## config.mk

```make
export PLATFORM = sky130hd
export DESIGN_NAME = vram_console_flat
export DESIGN_NICKNAME = d
export VERILOG_FILES = /design/src/rtl/vram_console_if.sv /design/src/rtl/vram_console.sv /design/src/flat_wrapper.sv
export SDC_FILE = /design/constraint.sdc
export NUM_CORES = 1
export LEC_CHECK = 0
export CAP_MARGIN = 40
export CORE_MARGIN = 1
export CORE_UTILIZATION = 52
export DETAILED_ROUTE_END_ITERATION = 12
export GPL_TIMING_DRIVEN = 0
export PLACE_DENSITY_LB_ADDON = 0.3
export SETUP_SLACK_MARGIN = 0.5
export SLEW_MARGIN = 20
export SYNTH_ARGS = -nofsm -noshare
export SYNTH_HDL_FRONTEND = slang
export SYNTH_SLANG_ARGS = --single-unit
```

## constraint.sdc

```tcl
create_clock -name clock -period 3.2 [get_ports clock]
set_input_delay 0.32 -clock clock [delete_from_list [all_inputs] [get_ports clock]]
set_output_delay 0.32 -clock clock [all_outputs]
set_load 0.005 [all_outputs]
```

## src/rtl/vram_console_if.sv

```systemverilog
// Byte-stream and video-RAM port bundle for the text console.
// master = stream producer and RAM side; slave = the console.
interface vram_console_if;
  logic [7:0]  in_data;
  logic [7:0]  in_attr;
  logic        in_valid;
  logic        in_ready;
  logic [11:0] vram_addr;
  logic [7:0]  vram_wdata;
  logic        vram_we;
  logic [7:0]  vram_rdata;

  modport master (
    output in_data,
    output in_attr,
    output in_valid,
    output vram_rdata,
    input  in_ready,
    input  vram_addr,
    input  vram_wdata,
    input  vram_we
  );

  modport slave (
    input  in_data,
    input  in_attr,
    input  in_valid,
    input  vram_rdata,
    output in_ready,
    output vram_addr,
    output vram_wdata,
    output vram_we
  );
endinterface

```

## src/rtl/vram_console.sv

```systemverilog
// Text-terminal controller: writes char/attr pairs into video RAM,
// handles wrap, scroll-up, backspace and clear-screen.
module vram_console #(
  parameter int         COLS           = 80,
  parameter int         ROWS           = 25,
  parameter logic [7:0] FILL_CHAR      = 8'h20,
  parameter bit         CLEAR_ON_RESET = 1'b1
) (
  input  logic          clock,
  input  logic          reset,
  vram_console_if.slave bus,
  output logic [10:0]   cursor,
  output logic          busy
);
  localparam int CELLS = COLS * ROWS;
  localparam int CW    = $clog2(COLS + 1);
  localparam int RW    = $clog2(ROWS + 1);

  localparam logic [CW-1:0] LAST_COL = CW'(COLS - 1);
  localparam logic [RW-1:0] LAST_ROW = RW'(ROWS - 1);
  localparam logic [12:0]   END_ALL  = 13'(2 * CELLS);
  localparam logic [12:0]   LINE_B   = 13'(2 * COLS);
  localparam logic [12:0]   LAST_SRC = 13'(2 * CELLS - 1);
  localparam logic [12:0]   TAIL_B   = 13'(2 * CELLS - 2 * COLS);

  typedef enum logic [2:0] {
    IDLE, PUT_CH, PUT_AT, SCR_RD, SCR_WR, FILL
  } state_t;

  state_t        state, nxt_state;
  logic [RW-1:0] row, nxt_row;
  logic [CW-1:0] col, nxt_col;
  logic [10:0]   put_cell, nxt_cell;
  logic          put_bs, nxt_bs;
  logic [7:0]    attr_q, nxt_attr;
  logic [12:0]   ptr, nxt_ptr;
  logic [12:0]   fend, nxt_end;
  logic          home, nxt_home;
  logic          we_q, nxt_we;
  logic [11:0]   addr_q, nxt_addr;
  logic [7:0]    wd_q, nxt_wd;
  logic          rdy_q;
  logic          scroll;

  logic [10:0] cur_cell;
  logic        take;
  logic        is_print, is_cr, is_lf, is_bs, is_ff;

  assign cur_cell = 11'(row) * 11'(COLS) + 11'(col);
  assign take     = bus.in_valid && rdy_q;
  assign is_print = bus.in_data >= 8'h20;
  assign is_cr    = bus.in_data == 8'h0D;
  assign is_lf    = bus.in_data == 8'h0A;
  assign is_bs    = bus.in_data == 8'h08;
  assign is_ff    = bus.in_data == 8'h0C;

  // Bus registers hold the access of the current state; ptr is the
  // next byte (fill) or the current source byte (scroll).
  always_comb begin
    nxt_state = state;
    nxt_row   = row;
    nxt_col   = col;
    nxt_cell  = put_cell;
    nxt_bs    = put_bs;
    nxt_attr  = attr_q;
    nxt_ptr   = ptr;
    nxt_end   = fend;
    nxt_home  = home;
    nxt_we    = 1'b0;
    nxt_addr  = addr_q;
    nxt_wd    = wd_q;
    scroll    = 1'b0;
    unique case (state)
      IDLE: begin
        if (take) begin
          nxt_attr = bus.in_attr;
          unique case (1'b1)
            is_print: begin
              nxt_state = PUT_CH;
              nxt_cell  = cur_cell;
              nxt_bs    = 1'b0;
              nxt_we    = 1'b1;
              nxt_addr  = {cur_cell, 1'b0};
              nxt_wd    = bus.in_data;
            end
            is_cr: nxt_col = '0;
            is_lf: begin
              if (row == LAST_ROW) scroll = 1'b1;
              else nxt_row = row + RW'(1);
            end
            is_bs: begin
              if (col != '0) begin
                nxt_state = PUT_CH;
                nxt_cell  = cur_cell - 11'd1;
                nxt_bs    = 1'b1;
                nxt_we    = 1'b1;
                nxt_addr  = {cur_cell - 11'd1, 1'b0};
                nxt_wd    = FILL_CHAR;
              end
            end
            is_ff: begin
              nxt_state = FILL;
              nxt_home  = 1'b1;
              nxt_we    = 1'b1;
              nxt_addr  = '0;
              nxt_wd    = FILL_CHAR;
              nxt_ptr   = 13'd1;
              nxt_end   = END_ALL;
            end
            default: ;
          endcase
        end
      end
      PUT_CH: begin
        nxt_state = PUT_AT;
        nxt_we    = 1'b1;
        nxt_addr  = {put_cell, 1'b1};
        nxt_wd    = attr_q;
      end
      PUT_AT: begin
        nxt_state = IDLE;
        if (put_bs) begin
          nxt_col = col - CW'(1);
        end else if (col != LAST_COL) begin
          nxt_col = col + CW'(1);
        end else begin
          nxt_col = '0;
          if (row == LAST_ROW) scroll = 1'b1;
          else nxt_row = row + RW'(1);
        end
      end
      SCR_RD: begin
        nxt_state = SCR_WR;
        nxt_we    = 1'b1;
        nxt_addr  = 12'(ptr - LINE_B);
      end
      SCR_WR: begin
        if (ptr == LAST_SRC) begin
          nxt_state = FILL;
          nxt_home  = 1'b0;
          nxt_we    = 1'b1;
          nxt_addr  = 12'(TAIL_B);
          nxt_wd    = FILL_CHAR;
          nxt_ptr   = TAIL_B + 13'd1;
          nxt_end   = END_ALL;
        end else begin
          nxt_state = SCR_RD;
          nxt_ptr   = ptr + 13'd1;
          nxt_addr  = 12'(ptr + 13'd1);
        end
      end
      FILL: begin
        if (ptr == fend) begin
          nxt_state = IDLE;
          if (home) begin
            nxt_row  = '0;
            nxt_col  = '0;
            nxt_home = 1'b0;
          end
        end else begin
          nxt_we   = 1'b1;
          nxt_addr = 12'(ptr);
          nxt_wd   = ptr[0] ? attr_q : FILL_CHAR;
          nxt_ptr  = ptr + 13'd1;
        end
      end
      default: nxt_state = IDLE;
    endcase
    if (scroll) begin
      nxt_state = SCR_RD;
      nxt_we    = 1'b0;
      nxt_ptr   = LINE_B;
      nxt_addr  = 12'(LINE_B);
    end
  end

  always_ff @(posedge clock or posedge reset) begin
    if (reset) begin
      state    <= CLEAR_ON_RESET ? FILL : IDLE;
      row      <= '0;
      col      <= '0;
      put_cell <= '0;
      put_bs   <= 1'b0;
      attr_q   <= 8'h07;
      ptr      <= '0;
      fend     <= END_ALL;
      home     <= 1'b0;
      we_q     <= 1'b0;
      addr_q   <= '0;
      wd_q     <= '0;
      rdy_q    <= 1'b0;
    end else begin
      state    <= nxt_state;
      row      <= nxt_row;
      col      <= nxt_col;
      put_cell <= nxt_cell;
      put_bs   <= nxt_bs;
      attr_q   <= nxt_attr;
      ptr      <= nxt_ptr;
      fend     <= nxt_end;
      home     <= nxt_home;
      we_q     <= nxt_we;
      addr_q   <= nxt_addr;
      wd_q     <= nxt_wd;
      rdy_q    <= nxt_state == IDLE;
    end
  end

  // Scroll copy forwards the RAM read data straight to the write port.
  assign bus.vram_wdata = (state == SCR_WR) ? bus.vram_rdata : wd_q;
  assign bus.vram_we    = we_q;
  assign bus.vram_addr  = addr_q;
  assign bus.in_ready   = rdy_q;
  assign cursor         = cur_cell;
  assign busy           = state != IDLE;
endmodule

```

## src/flat_wrapper.sv

```systemverilog
// flat-port wrapper written by rule: the top's interface ports become plain ports
module vram_console_flat 
#(
  parameter int         COLS           = 80,
  parameter int         ROWS           = 25,
  parameter logic [7:0] FILL_CHAR      = 8'h20,
  parameter bit         CLEAR_ON_RESET = 1'b1
)
  (clock, reset, cursor, busy, bus_in_data, bus_in_attr, bus_in_valid, bus_vram_rdata, bus_in_ready, bus_vram_addr, bus_vram_wdata, bus_vram_we);
  vram_console_if bus_i ();
  input  logic clock;
  input  logic reset;
  output logic [10:0] cursor;
  output logic busy;
  input wire logic [$bits(bus_i.in_data)-1:0] bus_in_data;
  input wire logic [$bits(bus_i.in_attr)-1:0] bus_in_attr;
  input wire logic [$bits(bus_i.in_valid)-1:0] bus_in_valid;
  input wire logic [$bits(bus_i.vram_rdata)-1:0] bus_vram_rdata;
  output wire logic [$bits(bus_i.in_ready)-1:0] bus_in_ready;
  output wire logic [$bits(bus_i.vram_addr)-1:0] bus_vram_addr;
  output wire logic [$bits(bus_i.vram_wdata)-1:0] bus_vram_wdata;
  output wire logic [$bits(bus_i.vram_we)-1:0] bus_vram_we;
  assign bus_i.in_data = bus_in_data;
  assign bus_i.in_attr = bus_in_attr;
  assign bus_i.in_valid = bus_in_valid;
  assign bus_i.vram_rdata = bus_vram_rdata;
  assign bus_in_ready = bus_i.in_ready;
  assign bus_vram_addr = bus_i.vram_addr;
  assign bus_vram_wdata = bus_i.vram_wdata;
  assign bus_vram_we = bus_i.vram_we;
  vram_console #(.COLS(COLS), .ROWS(ROWS), .FILL_CHAR(FILL_CHAR), .CLEAR_ON_RESET(CLEAR_ON_RESET)) u_core (.clock(clock), .reset(reset), .bus(bus_i), .cursor(cursor), .busy(busy));
endmodule
```

==> results.md, run 1 <==
* Vias at 5429
* Hold_buf cts at 0
* Die W at 102 um
* Pleak at 2.75 nW
* Most area-consuming cells after synthesis: dfrtp_1 32%, o21ai_0 5.9%, nand2_1 5.4%
* Starting DRC count in detailed routing at 412
* Largest net degree at the start of global routing at 47
* # DRC at 0
* Worst EP required at 3.46 ns
* VDD IR max at 1040 uV
* Initial antenna violation count at 0
* Placed inst area at 0.00599 sq mm
* Die area at 0.0104 sq mm
* Layout cells sized above 1 at 0.194
* CTS tree: yes
* Synthesis Warnings at 0
* Slowest stage cell, crit path: fa_2
* DR pass1 iterations at 5
* Syn Area/Cell at 8.11 sq um
* Post-route cell area at 0.00675 sq mm
* PortBufs at 59
* CP Data Arrival Time at 3.19 ns
* Clock transition at the registers of the reported paths at 0.09 ns
* CP max stage delay at 0.57 ns
* Min cycle time layout at 2.94 ns
* FF/Latch Area at 0.00179 sq mm
* Sequential area share after synthesis at 0.344
* Clock skew at 0.0162 ns
* Post-DR vias/cell at 6.23
* Achievable Freq at 341 MHz
* Die Height at 102 um
* Area of the multi-input gates at 0.00344 sq mm
* EDFF count, synth at 0
* Top FF cell, synth: dfrtp_1
* Worst Hold Class: in -> async
* N_diodes at 0
* Gr ovfl total at 0
* Post-route ant nets at 0
* Mapped cell area at 0.00519 sq mm
* Final period util at 0.917
* Worst setup EP type: flop
* # setup viols final at 0
* Flops & latches, synth at 71
* Vias in the first global route at 5046
* CTS sink cnt at 71
* Area leader, netlist: dfrtp_1
* Final Max Tran Viols at 0
* Hold Vio Cnt, Final at 0
* Critical-path cell list: ha_4 -> ha_4 -> inv_2 -> fa_2 -> inv_2 -> buf_4 -> xnor2_4 -> buf_4 -> or3_4 -> nor2_4 -> xnor2_1 -> mux2_2
* Io pins at 61
* Slew margin rel. at 0.494
* Dpl hpwl at 11500 um
* Area Growth Syn to Fin at 30.1%
* Crit Path Max Fanout at 3
* Core Box Area at 0.00973 sq mm
* WS Path Type: reg -> reg
* Ys async rst share at 1.00
* FP Rows at 36
* Most frequent cells in the layout: 73 x nand2_1, 59 x nor2_1, 59 x dfrtp_1
* Layout net count at 781
* Mapped Nets at 688
* CTS Buffer Depth at 2
* Placer Congestion at 0.944
* Count of maximum capacitance violations at 0
* Status: complete, no violations
* Clk root buf: clkbuf_8
* Power Density at 1030 mW/mm^2
* Final wirelength at 17100 um
* Most common cell after layout, fill and taps aside: nand2_1
* Synth cell types at 70
* Final Core Density at 0.694
* Clk_lat worst skew at 0.36 ns
* Area fraction of the dominant cell type after synthesis at 0.318
* Routed WL per cell at 19.6 um
* Startpoint type of the worst setup path: flop
* CTS Buf Count at 9
* CTS H-Tree Depth at 3
* GRT Overall Usage at 0.332
* First-pass GRT wire length at 26100 um
* Worst slew pin tran at 0.754 ns
* Initial Util at 0.533
* FILL cells at 783
* Syn Inst Count at 640
* RSZ-0062 raised after global routing: yes
==> registers in the layout, indices dropped and copies added (netlist names) <==
signal / cells
u_core.wd_q: 8
u_core.col: 7
u_core.state: 3
u_core.put_cell: 11
u_core.attr_q: 8
u_core.home: 1
u_core.ptr: 13
u_core.bus.vram_addr: 12
u_core.bus.vram_we: 1
u_core.put_bs: 1
u_core.bus.in_ready: 1
u_core.row: 5
==> layer usage <==
| metal | track usage | vias to the layer above | wire, um | part of all wire |
|---|---|---|---|---|
| li1 | - | 2460 | - | - |
| met1 | 0.445 | 2587 | 6920 | 0.40 |
| met2 | 0.532 | 317 | 8150 | 0.48 |
| met3 | 0.0616 | 65 | 1420 | 0.083 |
| met4 | 0.131 | 0 | 603 | 0.035 |
| met5 | 0 | - | 0 | 0 |
==> cell type report <==
class | count | share of cell area
buffer | 43 | 0.0306
clock buffer | 11 | 0.0209
clock inverter | 5 | 0.0191
inverter | 27 | 0.0154
multi-input combinational | 499 | 0.509
sequential | 71 | 0.265
tap | 133 | 0.0246
timing repair buffer | 82 | 0.115
==> worst paths after layout <==
kind	from	end	slack, ns	depth (start not counted)
min in group clock	u_core.attr_q[1]	u_core.attr_q[1]	0.47	2
max in group asynchronous	reset	u_core.attr_q[0]	2.30	3
min	reset	u_core.ptr[11]	0.29	2
max reg2reg	u_core.row[3]	u_core.put_cell[9]	0.26	12
min reg2reg	u_core.attr_q[1]	u_core.attr_q[1]	0.47	2
max	u_core.row[3]	u_core.put_cell[9]	0.26	12
==> cell usage after synthesis (8+ instances only) <==
master and instances:
nor2_1 63, buf_2 11, a22oi_1 8, dfrtp_1 66, o21ai_0 61, a21oi_1 45
xor2_1 8, mux2_2 12, xnor2_1 21, nand3_1 29, nand2b_1 12, inv_1 26
and3_1 8, ha_1 19, nor3_1 19, nand2_1 74, clkbuf_1 21
==> metrics by stage <==
stage	hold WS, ns	total power [W]	std cells	setup slack, ns	TNS (ns)
2_1_floorplan	0.403	0.00373	640	0.524	0
3_3_place_gp	0.454	0.00488	832	-0.123	-7.60
3_5_place_dp	0.454	0.00499	834	-0.0674	-0.0674
4_1_cts	0.299	0.00649	868	0.344	0
5_1_grt	0.304	0.00736	871	0.205	0
6_report	0.294	0.00695	871	0.265	0
==> cells by family (layout without fill, tap and decap cells) <==
| group | Yosys count | in the layout | synth area share |
|---|---|---|---|
| AO/OA/AOI/OAI | 175 | 175 | 0.208 |
| XOR/XNOR | 29 | 29 | 0.0489 |
| adder cells (fa/ha/maj) | 22 | 22 | 0.0554 |
| buffers and inverters | 70 | 168 | 0.0579 |
| flip-flops | 71 | 71 | 0.344 |
| multiplexers | 18 | 18 | 0.0376 |
| AND/OR/NAND/NOR | 255 | 255 | 0.249 |
==> power breakdown <==
part | internal [W] | total [W] | leakage, nW | switching, W
sequential | 0.00129 | 0.00160 | 0.849 | 0.000309
clock | 0.000620 | 0.000995 | 0.134 | 0.000375
combinational | 0.00200 | 0.00436 | 1.77 | 0.00236
==> critical path: cells and delay by family (launching register included) <==
| kind | cells | cell delay [ns] |
|---|---|---|
| simple gates | 2 | 0.48 |
| xor+xnor | 2 | 0.23 |
| mux | 1 | 0.27 |
| buf+inv | 4 | 0.43 |
| fa+ha+maj | 3 | 0.99 |
| flops | 1 | 0.44 |
==> timing repair <==
item,4_1_cts,5_1_grt
setup buffers,18,3
pin swaps,20,8
gates resized for setup,54,38
setup endpoints to repair,18,42
(Power assumes the default switching activity.)
==> inputs of run 2 (changes only) <==
SLEW_MARGIN = unset   (was 20)
==> run 2 against run 1 <==
Sequential share of layout area decreased by 0.42 points. Largest cell class unchanged. Maximum frequency up 1.2%. Combinational power is 4% higher. First-iteration DRC count grew 29%. Sequential power barely moved. Critical endpoint is now cursor[10]. Register-to-register slack better by 0.05 ns. Flip-flop and latch count unchanged.
==> results.md, run 2 (same netlist as run 1, synthesis figures left out) <==
* Slew margin rel. at 0.490
* Final wirelength at 17400 um
* CP max stage delay at 0.48 ns
* CTS H-Tree Depth at 3
* Worst Hold Class: in -> async
* Crit Path Max Fanout at 2
* Core Box Area at 0.00973 sq mm
* Final Core Density at 0.704
* Dpl hpwl at 11500 um
* WS Path Type: reg -> out
* VDD IR max at 1030 uV
* GRT Overall Usage at 0.329
* Worst setup EP type: output pin
* Die area at 0.0104 sq mm
* Post-route ant nets at 0
* Worst slew pin tran at 0.760 ns
* CP Data Arrival Time at 2.58 ns
* CTS Buffer Depth at 2
* First-pass GRT wire length at 25900 um
* Max FFs per register at 13
* Most common cell after layout, fill and taps aside: nand2_1
* Die W at 102 um
* Layout cells sized above 1 at 0.201
* Routed WL per cell at 19.8 um
* Io pins at 61
* Critical path's top delay family: adder cells
* Min cycle time layout at 2.90 ns
* Initial antenna violation count at 0
* Power Density at 1040 mW/mm^2
* Status: complete, no violations
* Hold_buf cts at 0
* Final period util at 0.907
* Gr ovfl total at 0
* CTS tree: yes
* Critical-path cell list: ha_4 -> ha_4 -> inv_2 -> fa_2 -> inv_4 -> o2111ai_4 -> xor2_2 -> xnor2_2 -> inv_1 -> buf_2
* Post-route cell area at 0.00685 sq mm
* Placed inst area at 0.00599 sq mm
* Placer Congestion at 0.944
* DR pass1 iterations at 6
* Starting DRC count in detailed routing at 532
* Worst EP required at 2.88 ns
* Count of maximum capacitance violations at 0
* Hold slack at 0.282 ns
* CP dominant cell by count: ha_4
* CP bufs+invs at 4
* Clock skew at 0.0112 ns
* Post-DR vias/cell at 6.25
* Top reg by flops: u_core.ptr
* Clk root buf: clkbuf_8
* # setup viols final at 0
* Slowest stage cell, crit path: fa_2
* Largest net degree at the start of global routing at 47
* Area Growth Syn to Fin at 32.0%
* Vias in the first global route at 5032
* Hold Vio Cnt, Final at 0
* FILL cells at 756
* Clk_lat worst skew at 0.36 ns
* Vias at 5498
* Pleak at 2.83 nW
* Most frequent cells in the layout: 73 x nand2_1, 61 x dfrtp_1, 59 x nor2_1
* Achievable Freq at 345 MHz
* # DRC at 0
* Die Height at 102 um
* Pre-CTS setup slack at -0.0598 ns
* Startpoint type of the worst setup path: flop
* RSZ-0062 raised after global routing: yes
* CTS sink cnt at 71
* Initial Util at 0.533
* N_diodes at 0
* PortBufs at 59
* Final WS setup at 0.299 ns
* FP Rows at 36
* Clock transition at the registers of the reported paths at 0.08 ns
* CTS Buf Count at 9
* Layout net count at 789
* Final Max Tran Viols at 0
-- run 2: cell count changes in the layout (fill, tap and decap cells not counted), sizes merged --
cell | previous run | this run
buf | 46 | 54
clkdlybuf4s50 | 55 | 53
dlymetal6s2s | 0 | 2
-- run 2: power breakdown --
part	total [W]	leakage [nW]	internal, W	switching, W
logic	0.00454	1.85	0.00211	0.00243
clock network	0.000995	0.134	0.000620	0.000375
registers	0.00160	0.852	0.00129	0.000309
-- run 2: worst register-to-register path: stages (launching register included) --
cell     delay (ns)
dfrtp_2        0.43
ha_4           0.28
ha_4           0.14
inv_2          0.04
fa_2           0.59
inv_4          0.06
buf_6          0.12
xnor2_4        0.13
buf_6          0.13
or3_4          0.40
nor2_4         0.12
xnor2_2        0.08
mux2_4         0.25
-- run 2: stage by stage --
stage	cells	power, W	setup TNS, ns
finish	879	0.00714	0
CTS	870	0.00647	0
floorplan	640	0.00373	0
global placement	832	0.00488	-7.60
global route	879	0.00753	0
detailed placement	834	0.00499	-0.0598
-- run 2: cell type report --
cell class              instances  area, sq um  area share
multi-input cells             499         3450       0.503
flip-flops and latches         71         1790       0.261
repair buffers                 90          866       0.126
plain buffers                  43          205      0.0299
well taps                     133          166      0.0243
clock buffers                  11          141      0.0206
clock inverters                 5          129      0.0188
inverters                      27          106      0.0155
-- run 2: path summary, 6_finish.rpt --
check	slack, ns	to	cells after the start	from
worst max-delay path	0.30	cursor[10]	10	u_core.row[3]
worst min register to register	0.47	u_core.attr_q[1]	2	u_core.attr_q[1]
max in group asynchronous	2.31	u_core.attr_q[0]	3	reset
min in group clock	0.46	u_core.attr_q[1]	3	bus_in_attr[1]
worst min-delay path	0.28	u_core.ptr[11]	2	reset
worst max register to register	0.31	u_core.put_cell[9]	12	u_core.row[3]
-- run 2: repair_timing --
action	in CTS	in global routing
cloned	0	0
pin swaps	19	13
setup endpoints to repair	18	46
resized for setup	52	48
buffers inserted	20	9
-- run 2: per-layer routing --
layer,track usage,vias up,wire [um]
met3,0.0492,75,1390
met2,0.531,316,8380
met5,0,-,0
met4,0.147,0,746
met1,0.439,2640,6930
li1,-,2467,-
==> inputs of run 3 (changes only) <==
CORE_ASPECT_RATIO = 0.7   (was unset)
CORE_UTILIZATION = 51   (was 52)
GPL_TIMING_DRIVEN = 1   (was 0)
==> run 3 against run 2 <==
Count of clock-buffer cells in the layout rose by 2. Clock skew fell by 0.0032 ns. Flip-flop and latch count did not move. Critical path type is now reg -> reg. Critical endpoint is now u_core.put_cell[9]. Largest cell class unchanged.
==> results.md, run 3 (same netlist as run 1, synthesis figures left out) <==
* CP max stage delay at 0.64 ns
* FF-to-FF setup slack at 0.26 ns
* Placed cell count at 805
* CTS H-Tree Depth at 3
* CTS Buffer Depth at 2
* Achievable Freq at 340 MHz
* Initial antenna violation count at 0
* FILL cells at 738
* Most common cell after layout, fill and taps aside: nand2_1
* Slowest stage cell, crit path: fa_2
* Top reg by flops: u_core.ptr
* CTS tree: yes
* Area Growth Syn to Fin at 29.4%
* Setup TNS at 0 ns
* Critical-path cell list: ha_1 -> inv_1 -> fa_2 -> inv_4 -> buf_6 -> xnor2_4 -> buf_6 -> or3_4 -> nor2_4 -> xnor2_1 -> mux2_4
* Die Height at 86.4 um
* Starting DRC count in detailed routing at 615
* CP dominant cell by count: buf_6
* Worst Hold Class: in -> async
* Layout cells sized above 1 at 0.184
* VDD IR max at 462 uV
* CP bufs+invs at 4
* Dpl hpwl at 10500 um
* Clk root buf: clkbuf_16
* Clk_lat worst skew at 0.34 ns
* Pleak at 2.73 nW
* Layout Cells excl Fill at 840
* Worst EP required at 3.43 ns
* First-pass GRT wire length at 24600 um
* N_diodes at 0
* Crit Path Max Fanout at 3
* Post-route ant nets at 0
* Crit path launch: u_core.row[2]
* Routed WL per cell at 19.1 um
* Clock transition at the registers of the reported paths at 0.06 ns
* Critical path's top delay family: adder cells
* # DRC at 0
* Startpoint type of the worst setup path: flop
* Min cycle time layout at 2.94 ns
* Post-route cell area at 0.00672 sq mm
* FP Rows at 30
* Vias in the first global route at 4872
* Final Max Tran Viols at 0
* Critical path depth at 11
* Hold slack at 0.387 ns
* Final Core Density at 0.685
* Critical R2R Launch: u_core.row[2]
* Power Density at 1040 mW/mm^2
* Worst slew pin tran at 0.734 ns
* Worst setup path end: u_core.put_cell[9]
* Die W at 123 um
* Initial Util at 0.530
* Core Box Area at 0.00980 sq mm
* Io pins at 61
* Slew margin rel. at 0.508
* # setup viols final at 0
* Gr ovfl total at 0
* DR pass1 iterations at 8
* GRT Overall Usage at 0.304
* Placer Congestion at 0.936
* Worst-case reg-to-reg path depth at 11
* Final wirelength at 16100 um
* Die area at 0.0106 sq mm
* Placed inst area at 0.00592 sq mm
* Clock skew at 0.00793 ns
* Worst setup EP type: flop
* Hold Vio Cnt, Final at 0
* Most frequent cells in the layout: 73 x nand2_1, 61 x dfrtp_1, 59 x nor2_1
* Reg-to-reg critical path endpoint: u_core.put_cell[9]
* CTS Buf Count at 9
* Layout net count at 755
* RSZ-0062 raised after global routing: yes
* Status: complete, no violations
* Final period util at 0.918
* WS Path Type: reg -> reg
* CTS sink cnt at 71
* Largest net degree at the start of global routing at 72
* Vias at 5313
* Max FFs per register at 13
* Post-DR vias/cell at 6.33
* CP Data Arrival Time at 3.17 ns
* PortBufs at 60
* Count of maximum capacitance violations at 0
==> run 3: cell count changes in the layout (fill, tap and decap cells not counted), moves of 3 or more <==
| cell | change |
|---|---|
| o21ai_0 | +3 |
| buf_2 | -12 |
| buf_4 | +5 |
| clkbuf_1 | -17 |
| buf_1 | -4 |
| clkbuf_2 | -4 |
| clkbuf_16 | +9 |
| clkdlybuf4s50_1 | +3 |
| clkbuf_8 | -8 |
==> run 3: per-layer routing <==
metal,vias up,global-route usage,routed length (um)
li1,2407,-,-
met1,2533,0.412,7050
met2,321,0.463,7170
met3,52,0.0770,1380
met4,0,0.125,464
met5,-,0,0
==> run 3: worst min path at each step <==
stage	end	cells past startpoint
after floorplan	u_core.attr_q[0]	2
after global placement	u_core.attr_q[0]	2
after detailed placement	u_core.attr_q[0]	2
after CTS	u_core.wd_q[2]	3
after global routing	u_core.wd_q[4]	3
final	u_core.ptr[0]	3
==> run 3: layout make-up <==
type	count	area [sq um]	area share
inverter	27	106	0.0158
timing repair buffer	99	928	0.138
clock inverter	3	65.1	0.00969
tap	128	160	0.0238
clock buffer	13	260	0.0388
sequential	71	1790	0.267
multi-input combinational	499	3400	0.507
==> run 3: stage by stage <==
step	total power (W)	setup slack (ns)
CTS	0.00639	0.380
global route	0.00739	0.218
detailed placement	0.00487	0.128
global placement	0.00476	0.245
finish	0.00697	0.261
floorplan	0.00373	0.524
==> run 3: what timing repair did <==
action,4_1_cts,5_1_grt
setup buffers,11,8
hold buffers,0,0
gates resized for setup,44,36
pin swaps,11,15
endpoints found under the hold margin,0,0
endpoints found under the setup margin,18,38
==> run 3: worst min-delay path, cell delays in order <==
cell	delay (ns)
clkdlybuf4s50_1	0.41
inv_2	0.07
buf_12	0.33
==> run 3: where the power goes <==
group          total [W]  internal (W)  switching [W]
clock            0.00112      0.000725       0.000393
combinational    0.00414       0.00200        0.00215
sequential       0.00171       0.00129       0.000424
